**src/rtl/mem_pkg.sv**
```systemverilog
// Shared definitions for the load/store path: default widths, memctrl
// encodings, access sizes and the load/store FSM states.
package mem_pkg;

  localparam int WD_DEFAULT  = 32;
  localparam int WAM_DEFAULT = 17;

  typedef enum logic [2:0] {
    MC_WORD    = 3'b000,
    MC_HALF_S  = 3'b001,
    MC_BYTE_ST = 3'b010,
    MC_BYTE_U  = 3'b011,
    MC_BYTE_S  = 3'b100,
    MC_HALF_U  = 3'b101
  } memctrl_e;

  typedef enum logic [1:0] {
    SZ_WORD,
    SZ_HALF,
    SZ_BYTE
  } size_e;

  typedef enum logic [1:0] {
    IDLE,
    BUSY,
    DONE
  } state_e;

  // 110 and 111 are unassigned and fall back to a word access.
  function automatic size_e ctrl_size(input logic [2:0] ctrl);
    case (memctrl_e'(ctrl))
      MC_HALF_S, MC_HALF_U:             return SZ_HALF;
      MC_BYTE_ST, MC_BYTE_U, MC_BYTE_S: return SZ_BYTE;
      default:                          return SZ_WORD;
    endcase
  endfunction

  function automatic logic ctrl_signed(input logic [2:0] ctrl);
    return (ctrl == MC_HALF_S) || (ctrl == MC_BYTE_S);
  endfunction

endpackage

```
**src/rtl/load_align.sv**
```systemverilog
// Picks the addressed byte or half out of a read word and sign- or
// zero-extends it to the full data width.
module load_align
  import mem_pkg::*;
#(
  parameter int WD = WD_DEFAULT
) (
  input  logic [WD-1:0] rdata,
  input  logic [1:0]    addr_lo,
  input  size_e         size,
  input  logic          sign_ext,
  output logic [WD-1:0] data
);

  logic [7:0]  byte_v;
  logic [15:0] half_v;

  // NOTE: every output of a combinational block gets a value on every path,
  // otherwise synthesis infers a latch to hold the old value.
  always_comb begin
    byte_v = rdata[{addr_lo, 3'b000} +: 8];
    half_v = rdata[{addr_lo[1], 4'b0000} +: 16];
    data   = rdata;
    case (size)
      SZ_HALF: data = {{(WD-16){sign_ext & half_v[15]}}, half_v};
      SZ_BYTE: data = {{(WD-8){sign_ext & byte_v[7]}}, byte_v};
      default: data = rdata;
    endcase
  end

endmodule

```
**src/rtl/load_store_unit.sv**
```systemverilog
// M-stage load/store unit: latches one access, holds a request to memory
// until it is acknowledged, then releases the pipeline for one DONE cycle.
module load_store_unit
  import mem_pkg::*;
#(
  parameter int WD  = WD_DEFAULT,
  parameter int WAM = WAM_DEFAULT
) (
  input  logic          clk,
  input  logic          rst,
  input  logic          memreadM,
  input  logic          memwriteM,
  input  logic [2:0]    memctrlM,
  input  logic [WD-1:0] aluresultM,
  input  logic [WD-1:0] writedataM,
  output logic [WD-1:0] readdataM,
  output logic          stallM,
  output logic          misalignM,
  output logic          mem_req,
  output logic          mem_we,
  output logic [WAM:0]  mem_addr,
  output logic [WD-1:0] mem_wdata,
  output logic [3:0]    mem_wstrb,
  input  logic          mem_ready,
  input  logic [WD-1:0] mem_rdata
);

  state_e        state;
  logic          we_q;
  size_e         size_q;
  logic          sign_q;
  logic [1:0]    lo_q;
  logic [WAM:2]  word_addr_q;
  logic [WD-1:0] wdata_q;
  logic [3:0]    wstrb_q;
  logic [WD-1:0] result_q;

  size_e         size_d;
  logic          access;
  logic          misaligned;
  logic          accept;
  logic [3:0]    wstrb_d;
  logic [WD-1:0] wdata_d;
  logic [WD-1:0] load_data;

  // Address bits above WAM wrap away by design.
  logic unused_addr_bits;
  assign unused_addr_bits = ^aluresultM[WD-1:WAM+1];

  always_comb begin
    size_d     = ctrl_size(memctrlM);
    access     = memreadM | memwriteM;
    misaligned = 1'b0;
    wstrb_d    = 4'b1111;
    wdata_d    = writedataM;
    case (size_d)
      SZ_HALF: begin
        misaligned = aluresultM[0];
        wstrb_d    = 4'b0011 << aluresultM[1:0];
        wdata_d    = {(WD/16){writedataM[15:0]}};
      end
      SZ_BYTE: begin
        wstrb_d = 4'b0001 << aluresultM[1:0];
        wdata_d = {(WD/8){writedataM[7:0]}};
      end
      default: misaligned = |aluresultM[1:0];
    endcase
    accept = (state == IDLE) && access && !misaligned;
  end

  assign stallM    = accept || (state == BUSY);
  assign misalignM = (state == IDLE) && access && misaligned;
  assign mem_req   = (state == BUSY);
  assign mem_we    = mem_req & we_q;
  assign mem_addr  = {word_addr_q, 2'b00};
  assign mem_wdata = wdata_q;
  assign mem_wstrb = mem_req ? wstrb_q : 4'b0000;
  assign readdataM = (state == DONE) ? result_q : '0;

  load_align #(.WD(WD)) u_align (
    .rdata    (mem_rdata),
    .addr_lo  (lo_q),
    .size     (size_q),
    .sign_ext (sign_q),
    .data     (load_data)
  );

  // NOTE: sequential state uses non-blocking assignments so every register
  // samples pre-edge values. Only control state is reset; the latched
  // address and data are always rewritten before they are used.
  always_ff @(posedge clk) begin
    if (rst) begin
      state    <= IDLE;
      result_q <= '0;
      we_q     <= 1'b0;
      wstrb_q  <= 4'b0000;
    end else begin
      case (state)
        IDLE: if (accept) begin
          we_q        <= memwriteM;
          size_q      <= size_d;
          sign_q      <= ctrl_signed(memctrlM);
          lo_q        <= aluresultM[1:0];
          word_addr_q <= aluresultM[WAM:2];
          wdata_q     <= wdata_d;
          wstrb_q     <= wstrb_d;
          state       <= BUSY;
        end
        BUSY: if (mem_ready) begin
          // A combined read+write is a store and returns nothing.
          result_q <= we_q ? '0 : load_data;
          state    <= DONE;
        end
        default: state <= IDLE;
      endcase
    end
  end

endmodule

```
**config.mk**
```make
export PLATFORM = sky130hd
export DESIGN_NAME = load_store_unit
export DESIGN_NICKNAME = d
export VERILOG_FILES = /design/src/rtl/mem_pkg.sv /design/src/rtl/load_align.sv /design/src/rtl/load_store_unit.sv
export SDC_FILE = /design/constraint.sdc
export NUM_CORES = 1
export LEC_CHECK = 0
export BUFFER_PORTS_ARGS = -buffer_cell sky130_fd_sc_hd__buf_2
export CORE_MARGIN = 2
export CORE_UTILIZATION = 42
export DETAILED_ROUTE_END_ITERATION = 10
export HOLD_SLACK_MARGIN = 0.02
export PLACE_DENSITY = 0.76
export SLEW_MARGIN = 20
export SYNTH_ARGS = -nofsm -noshare
export SYNTH_HDL_FRONTEND = slang
export SYNTH_SLANG_ARGS = --single-unit
```
**constraint.sdc**
```tcl
create_clock -name clk -period 4.5 [get_ports clk]
set_input_delay 0.9 -clock clk [delete_from_list [all_inputs] [get_ports clk]]
set_output_delay 0.9 -clock clk [all_outputs]
set_load 0.03 [all_outputs]
```
Word level (Yosys, flattened, before mapping)
Index checks and enable logic that the tools add are counted.
Operators by class
  reductions and logical operators: 14
  shift operators: 4
  bitwise operators: 5
  multiplexer cells: 11
  equal/unequal tests: 13
Operator list (number)
  $pmux 32 s2: 2
  $mux 32: 2
  $shiftx 32x6->16: 1
  $shiftx 32x6->8: 1
  $pmux 2 s2: 2
  $pmux 4 s2: 1
  $eq 2x1->1 const B: 3
  $eq 2x2->1 const B: 3
  $eq 3x2->1 const B: 2
  $eq 3x3->1 const B: 2
  $reduce_and 2->1: 3
  $mux 2: 2
  $mux 4: 1
  $reduce_or 2->1: 2
  $shl 1x2->4 const A: 1
  $shl 2x2->4 const A: 1
  $and 1x1->1: 3
  $eq 3x1->1 const B: 1
  $logic_and 1x1->1: 3
  $reduce_and 3->1: 1
  $reduce_or 3->1: 1
  $logic_not 2->1: 1
  $logic_or 1x1->1: 2
  $ne 2x1->1 const B: 1
  other kinds (5): 5
Word-level totals
  word-level logic and storage cells: 56
  output and inout bits: 90
  input bits: 104
  bits in registers: 92

Logic depth before layout (Yosys ltp)
  word-level depth: 9
  gate-level depth with buffers: 9
  gate-level depth less buffers: 8

Cells and area by module
Synthesis repeated with hierarchy kept, for this count alone.
Second synthesis, totals
  cells, all modules: 357
  area, all modules: 4276.6 um^2
Modules (own cells, without submodules)
  load_store_unit: times used 1, cells each 274, seq. area each 2372.3 um^2, area each 3637.2 um^2
  load_align: times used 1, cells each 83, seq. area each 0.0 um^2, area each 639.4 um^2

Worst setup path before layout
Ideal clock, no wire load.
  path type: input -> register
  start: input port memctrlM[0]
  end: register lo_q[0] (enable)
  required time: 4036 ps
  stages: 8
  setup time: 464 ps
  data arrival time: 4429 ps
  path slack: -393 ps
  path buffers: 2
  cells stage by stage: nor2b_1 clkbuf_1 inv_1 ha_1 clkbuf_1 nor2_1 o21bai_1 nor2_1
On the way
  cells in the longest elaborated chain, start to end: 8
  elaborated cells between the ends (all ways): 14
  those cells by class: eq/ne: 7; mux: 2; reduce/logical: 5
Ends and longest elaborated chain
  start: declaration: RTL line load_store_unit.sv:13  | input logic [2:0] memctrlM,
  $eq 3x3->1, or another cell as far along: RTL line mem_pkg.sv:31  | case (memctrl_e'(ctrl))
  $reduce_or 3->1 or $reduce_or 2->1 (tied branches): RTL line mem_pkg.sv:31
  $pmux 2 s2 (*): RTL line mem_pkg.sv:31
  net size_d[0]: RTL line load_store_unit.sv:38  | size_e size_d;
  $eq 2x2->1 or $eq 2x1->1 (tied branches): RTL line load_store_unit.sv:56  | case (size_d)
  $pmux 1 s2 (*): RTL line load_store_unit.sv:56
  $logic_not 1->1 (*): RTL line load_store_unit.sv:68  | accept = (state == IDLE) && access && !misaligned;
  $logic_and 1x1->1 (*): RTL line load_store_unit.sv:68
  $reduce_and 3->1 (no source line) (*)
  end signal: assignment: RTL line load_store_unit.sv:103  | lo_q <= aluresultM[1:0];
  end: declaration: RTL line load_store_unit.sv:32  | logic [1:0] lo_q;
Mark *: on every way through the listed nets, which the timed path passes. The rest lies on a longest branch.
A chain may end at the register's enable or synchronous reset.

Final worst setup path
  start: input port memctrlM[0]
  end: output port stallM
On the way
  cells in the longest elaborated chain, start to end: 8
  elaborated cells between the ends (all ways): 14
  those cells by class: eq/ne: 7; mux: 2; reduce/logical: 5
Ends and longest elaborated chain
  $eq 3x3->1, or another cell as far along: RTL line mem_pkg.sv:31
  $reduce_or 3->1 or $reduce_or 2->1 (tied branches): RTL line mem_pkg.sv:31
  $pmux 2 s2 (*): RTL line mem_pkg.sv:31
  $eq 2x2->1 or $eq 2x1->1 (tied branches): RTL line load_store_unit.sv:56
  $pmux 1 s2 (*): RTL line load_store_unit.sv:56
  $logic_not 1->1 (*): RTL line load_store_unit.sv:68
  $logic_and 1x1->1 (*): RTL line load_store_unit.sv:68
  $logic_or 1x1->1 (*): RTL line load_store_unit.sv:71  | assign stallM = accept || (state == BUSY);
  end: declaration: RTL line load_store_unit.sv:17  | output logic stallM,
Mark *: on every way between the ends. The rest lies on a longest branch, timed or not.

==> impl_metrics.env <==
export IMPL_drc_errors=0
export IMPL_ys_types=46
export IMPL_drt_vias_per_instance=5.21
export IMPL_finalNetCount=639
export IMPL_grt_pass1_vias=3452
export IMPL_syn_area_sq_mm=0.00417
export IMPL_crit_required_ps=3600
export IMPL_cts_clk_slew_worst_paths_ps=90
export IMPL_synth_seq_cells=92
export IMPL_gp_congestion=0.915
export IMPL_fin_setup_tns_ps=0
export IMPL_startpoint_type="input port"
export IMPL_clockBufferDepth=2
export IMPL_rsz0062_at_grt="false"
export IMPL_yosysMostFrequentCell="edfxtp_1"
export IMPL_path_class="in -> out"
export IMPL_drt_wl_total_um=10500
export IMPL_tightest_slew_ps=1020
export IMPL_outcome="finished clean"
export IMPL_seq_area_frac_synth_pct=56.9
export IMPL_clock_sinks=92
export IMPL_setup_viol=0
export IMPL_slew_violations=0
export IMPL_syn_to_final_growth_pct=28.5
export IMPL_synth_area_leaders="edfxtp_1 (38%), dfxtp_1 (19%), and2_1 (5.4%)"
export IMPL_powerDensity_mw_per_mm2=357
export IMPL_dr_pass1_iters=5
export IMPL_min_path_type="reg -> reg"
export IMPL_whs_ps=450
export IMPL_drtIter0Drc=148
export IMPL_synth_async_reset_ratio_pct=0
export IMPL_grtUsageTotal_pct=19.6
export IMPL_cts_resized=0
export IMPL_root_buffer="clkbuf_8"
export IMPL_numCtsBuffers=9
export IMPL_die_h_um=104
export IMPL_n_fill_cell=864
export IMPL_hold_viol=0
export IMPL_core_sq_mm=0.00968
export IMPL_grt_pass1_wl_um=17000
export IMPL_dpl_hpwl_um=7820
export IMPL_drv_cap=0
export IMPL_clock_power_share_pct=31.0
export IMPL_grt_max_degree=54
export IMPL_max_freq_mhz=310
export IMPL_yosysWarnings=0
export IMPL_cts_setup_buffers=0
export IMPL_holdBufCountCts=0
export IMPL_die_width_um=104
export IMPL_slew_headroom_pct=31.8
export IMPL_final_antenna_net_count=0
export IMPL_p_switching_mw=0.563
export IMPL_synth_top_area_share_pct=38.2
export IMPL_rows=36
export IMPL_min_period_over_period_pct=71.7
export IMPL_p_int_mw=1.35
export IMPL_cp_arrival_ps=2330
export IMPL_avgSynthCellArea_sq_um=11.5
export IMPL_port_buffers=177
export IMPL_io_pins=194
export IMPL_fin_crit_ps=3230
export IMPL_start_util_pct=43.0
export IMPL_ys_top_cells_by_count="edfxtp_1 (53), dfxtp_1 (39), and2_1 (36)"
export IMPL_htreeDepth=3
export IMPL_endpoint_kind="output port"
export IMPL_swShare_pct=29.4
export IMPL_cp_max_fo=12
export IMPL_num_vias=3488
export IMPL_synth_edf_count=53
export IMPL_antenna_found_initial=1
export IMPL_ir_drop_mv=0.192
export IMPL_synth_top_area_cell="edfxtp_1"
export IMPL_insertion_delay_ps=360
export IMPL_drive_gt1_share_pct=40.7
export IMPL_sequentialPowerShare_pct=50.7
export IMPL_overflow=0
export IMPL_die_area_sq_mm=0.0107
export IMPL_wl_per_cell_um=15.7
export IMPL_synth_main_ff_cell="edfxtp_1"
export IMPL_comb_power_share_pct=18.3
export IMPL_fin_skew_ps=13.6
export IMPL_p_leak_nw=2.34
export IMPL_netlist_instances=364
export IMPL_tritoncts="built"
cells by family (layout without fill, tap and decap cells):
kind of cell             count (synthesis)  count (layout)  share of synthesized area (%)
adder cells (fa/ha/maj)                  4               4                           1.20
AO/OA/AOI/OAI                          109             109                           19.6
XOR/XNOR                                 1               1                          0.210
AND/OR/NAND/NOR                        106             106                           13.9
multiplexers                            13              13                           3.75
other                                    1               3                         0.0899
flip-flops                              92              92                           56.9
buffers and inverters                   38             209                           4.35
critical path, stage by stage:
cell and delay [ps]:
buf_2 110, nor2b_1 120, buf_4 190, inv_1 80, ha_1 300, nor2_1 60
o21bai_1 270, nand2_1 100, buf_2 180
area by class of cell:
class                           instances  area, sq um  share of cell area (%)
Sequential cell                        92         2370                    44.3
Multi-Input combinational cell        235         1630                    30.4
Timing Repair Buffer                  184          938                    17.5
Tap cell                              133          166                    3.11
Clock buffer                            9          124                    2.31
Clock inverter                          7         91.3                    1.70
Inverter                                9         33.8                   0.630
Antenna cell                            1         2.50                  0.0467
power by group through the flow:
stage | Combinational (mW) | Clock, mW | Sequential [mW]
floorplan | 0.177 | 0 | 1.04
CTS | 0.352 | 0.609 | 0.971
global placement | 0.344 | 0 | 0.988
detailed placement | 0.351 | 0 | 0.990
finish | 0.351 | 0.592 | 0.971
global route | 0.381 | 0.643 | 0.977
path summary, 6_finish.rpt:
kind	startpoint	to	slack, ps	cells past startpoint
setup / recovery	memctrlM[0]	stallM	1270	9
hold / removal	result_q[10]	result_q[10]	450	2
setup reg to reg	size_q[0]	result_q[4]	2350	5
hold reg to reg	result_q[10]	result_q[10]	450	2
layer usage:
metal	GRT usage (%)	share of wire, %	vias up	routed length [um]
met5	0	0	-	0
met4	7.43	2.3	0	241
met3	7.36	9.4	19	987
met2	32.8	49	172	5100
met1	23.0	40	1612	4170
li1	-	-	1685	-
state kept, by name (all words and copies together) (netlist names):
signal / cells
wstrb_q: 4
size_q: 2
word_addr_q: 16
mem_wdata: 32
state: 2
lo_q: 2
we_q: 1
sign_q: 1
result_q: 32
through the flow:
stage	setup slack, ps	cell area [sq um]	power, mW	utilization, %	cells
2_1_floorplan	488	4180	1.22	-	365
3_3_place_gp	1280	5140	1.33	53.1	653
3_5_place_dp	1260	5140	1.34	53.1	653
4_1_cts	1260	5360	1.93	55.3	669
5_1_grt	1140	5360	2.00	55.3	670
6_report	1270	5360	1.91	55.3	670
cell usage in the layout, fill, tap and decap left out, types with 4 or more instances in the layout:
master | synthesis | routed
nor2_1 | 21 | 20
nand2b_1 | 9 | 9
a221o_1 | 16 | 16
buf_2 | 7 | 177
ha_1 | 4 | 4
mux2i_1 | 4 | 4
nand2_1 | 18 | 18
buf_4 | 2 | 7
inv_8 | 0 | 4
dfxtp_1 | 39 | 39
nor2b_1 | 6 | 6
edfxtp_1 | 53 | 53
a21boi_1 | 7 | 7
inv_1 | 9 | 9
and2_1 | 36 | 36
a22o_1 | 16 | 16
a22oi_1 | 8 | 8
o21ai_0 | 28 | 28
nand3_1 | 7 | 7
a32o_1 | 7 | 7
o21ai_1 | 7 | 7
clkbuf_8 | 0 | 9
o22ai_1 | 7 | 7
mux2_2 | 7 | 7
No activity file was read; power rests on OpenSTA's default activity.
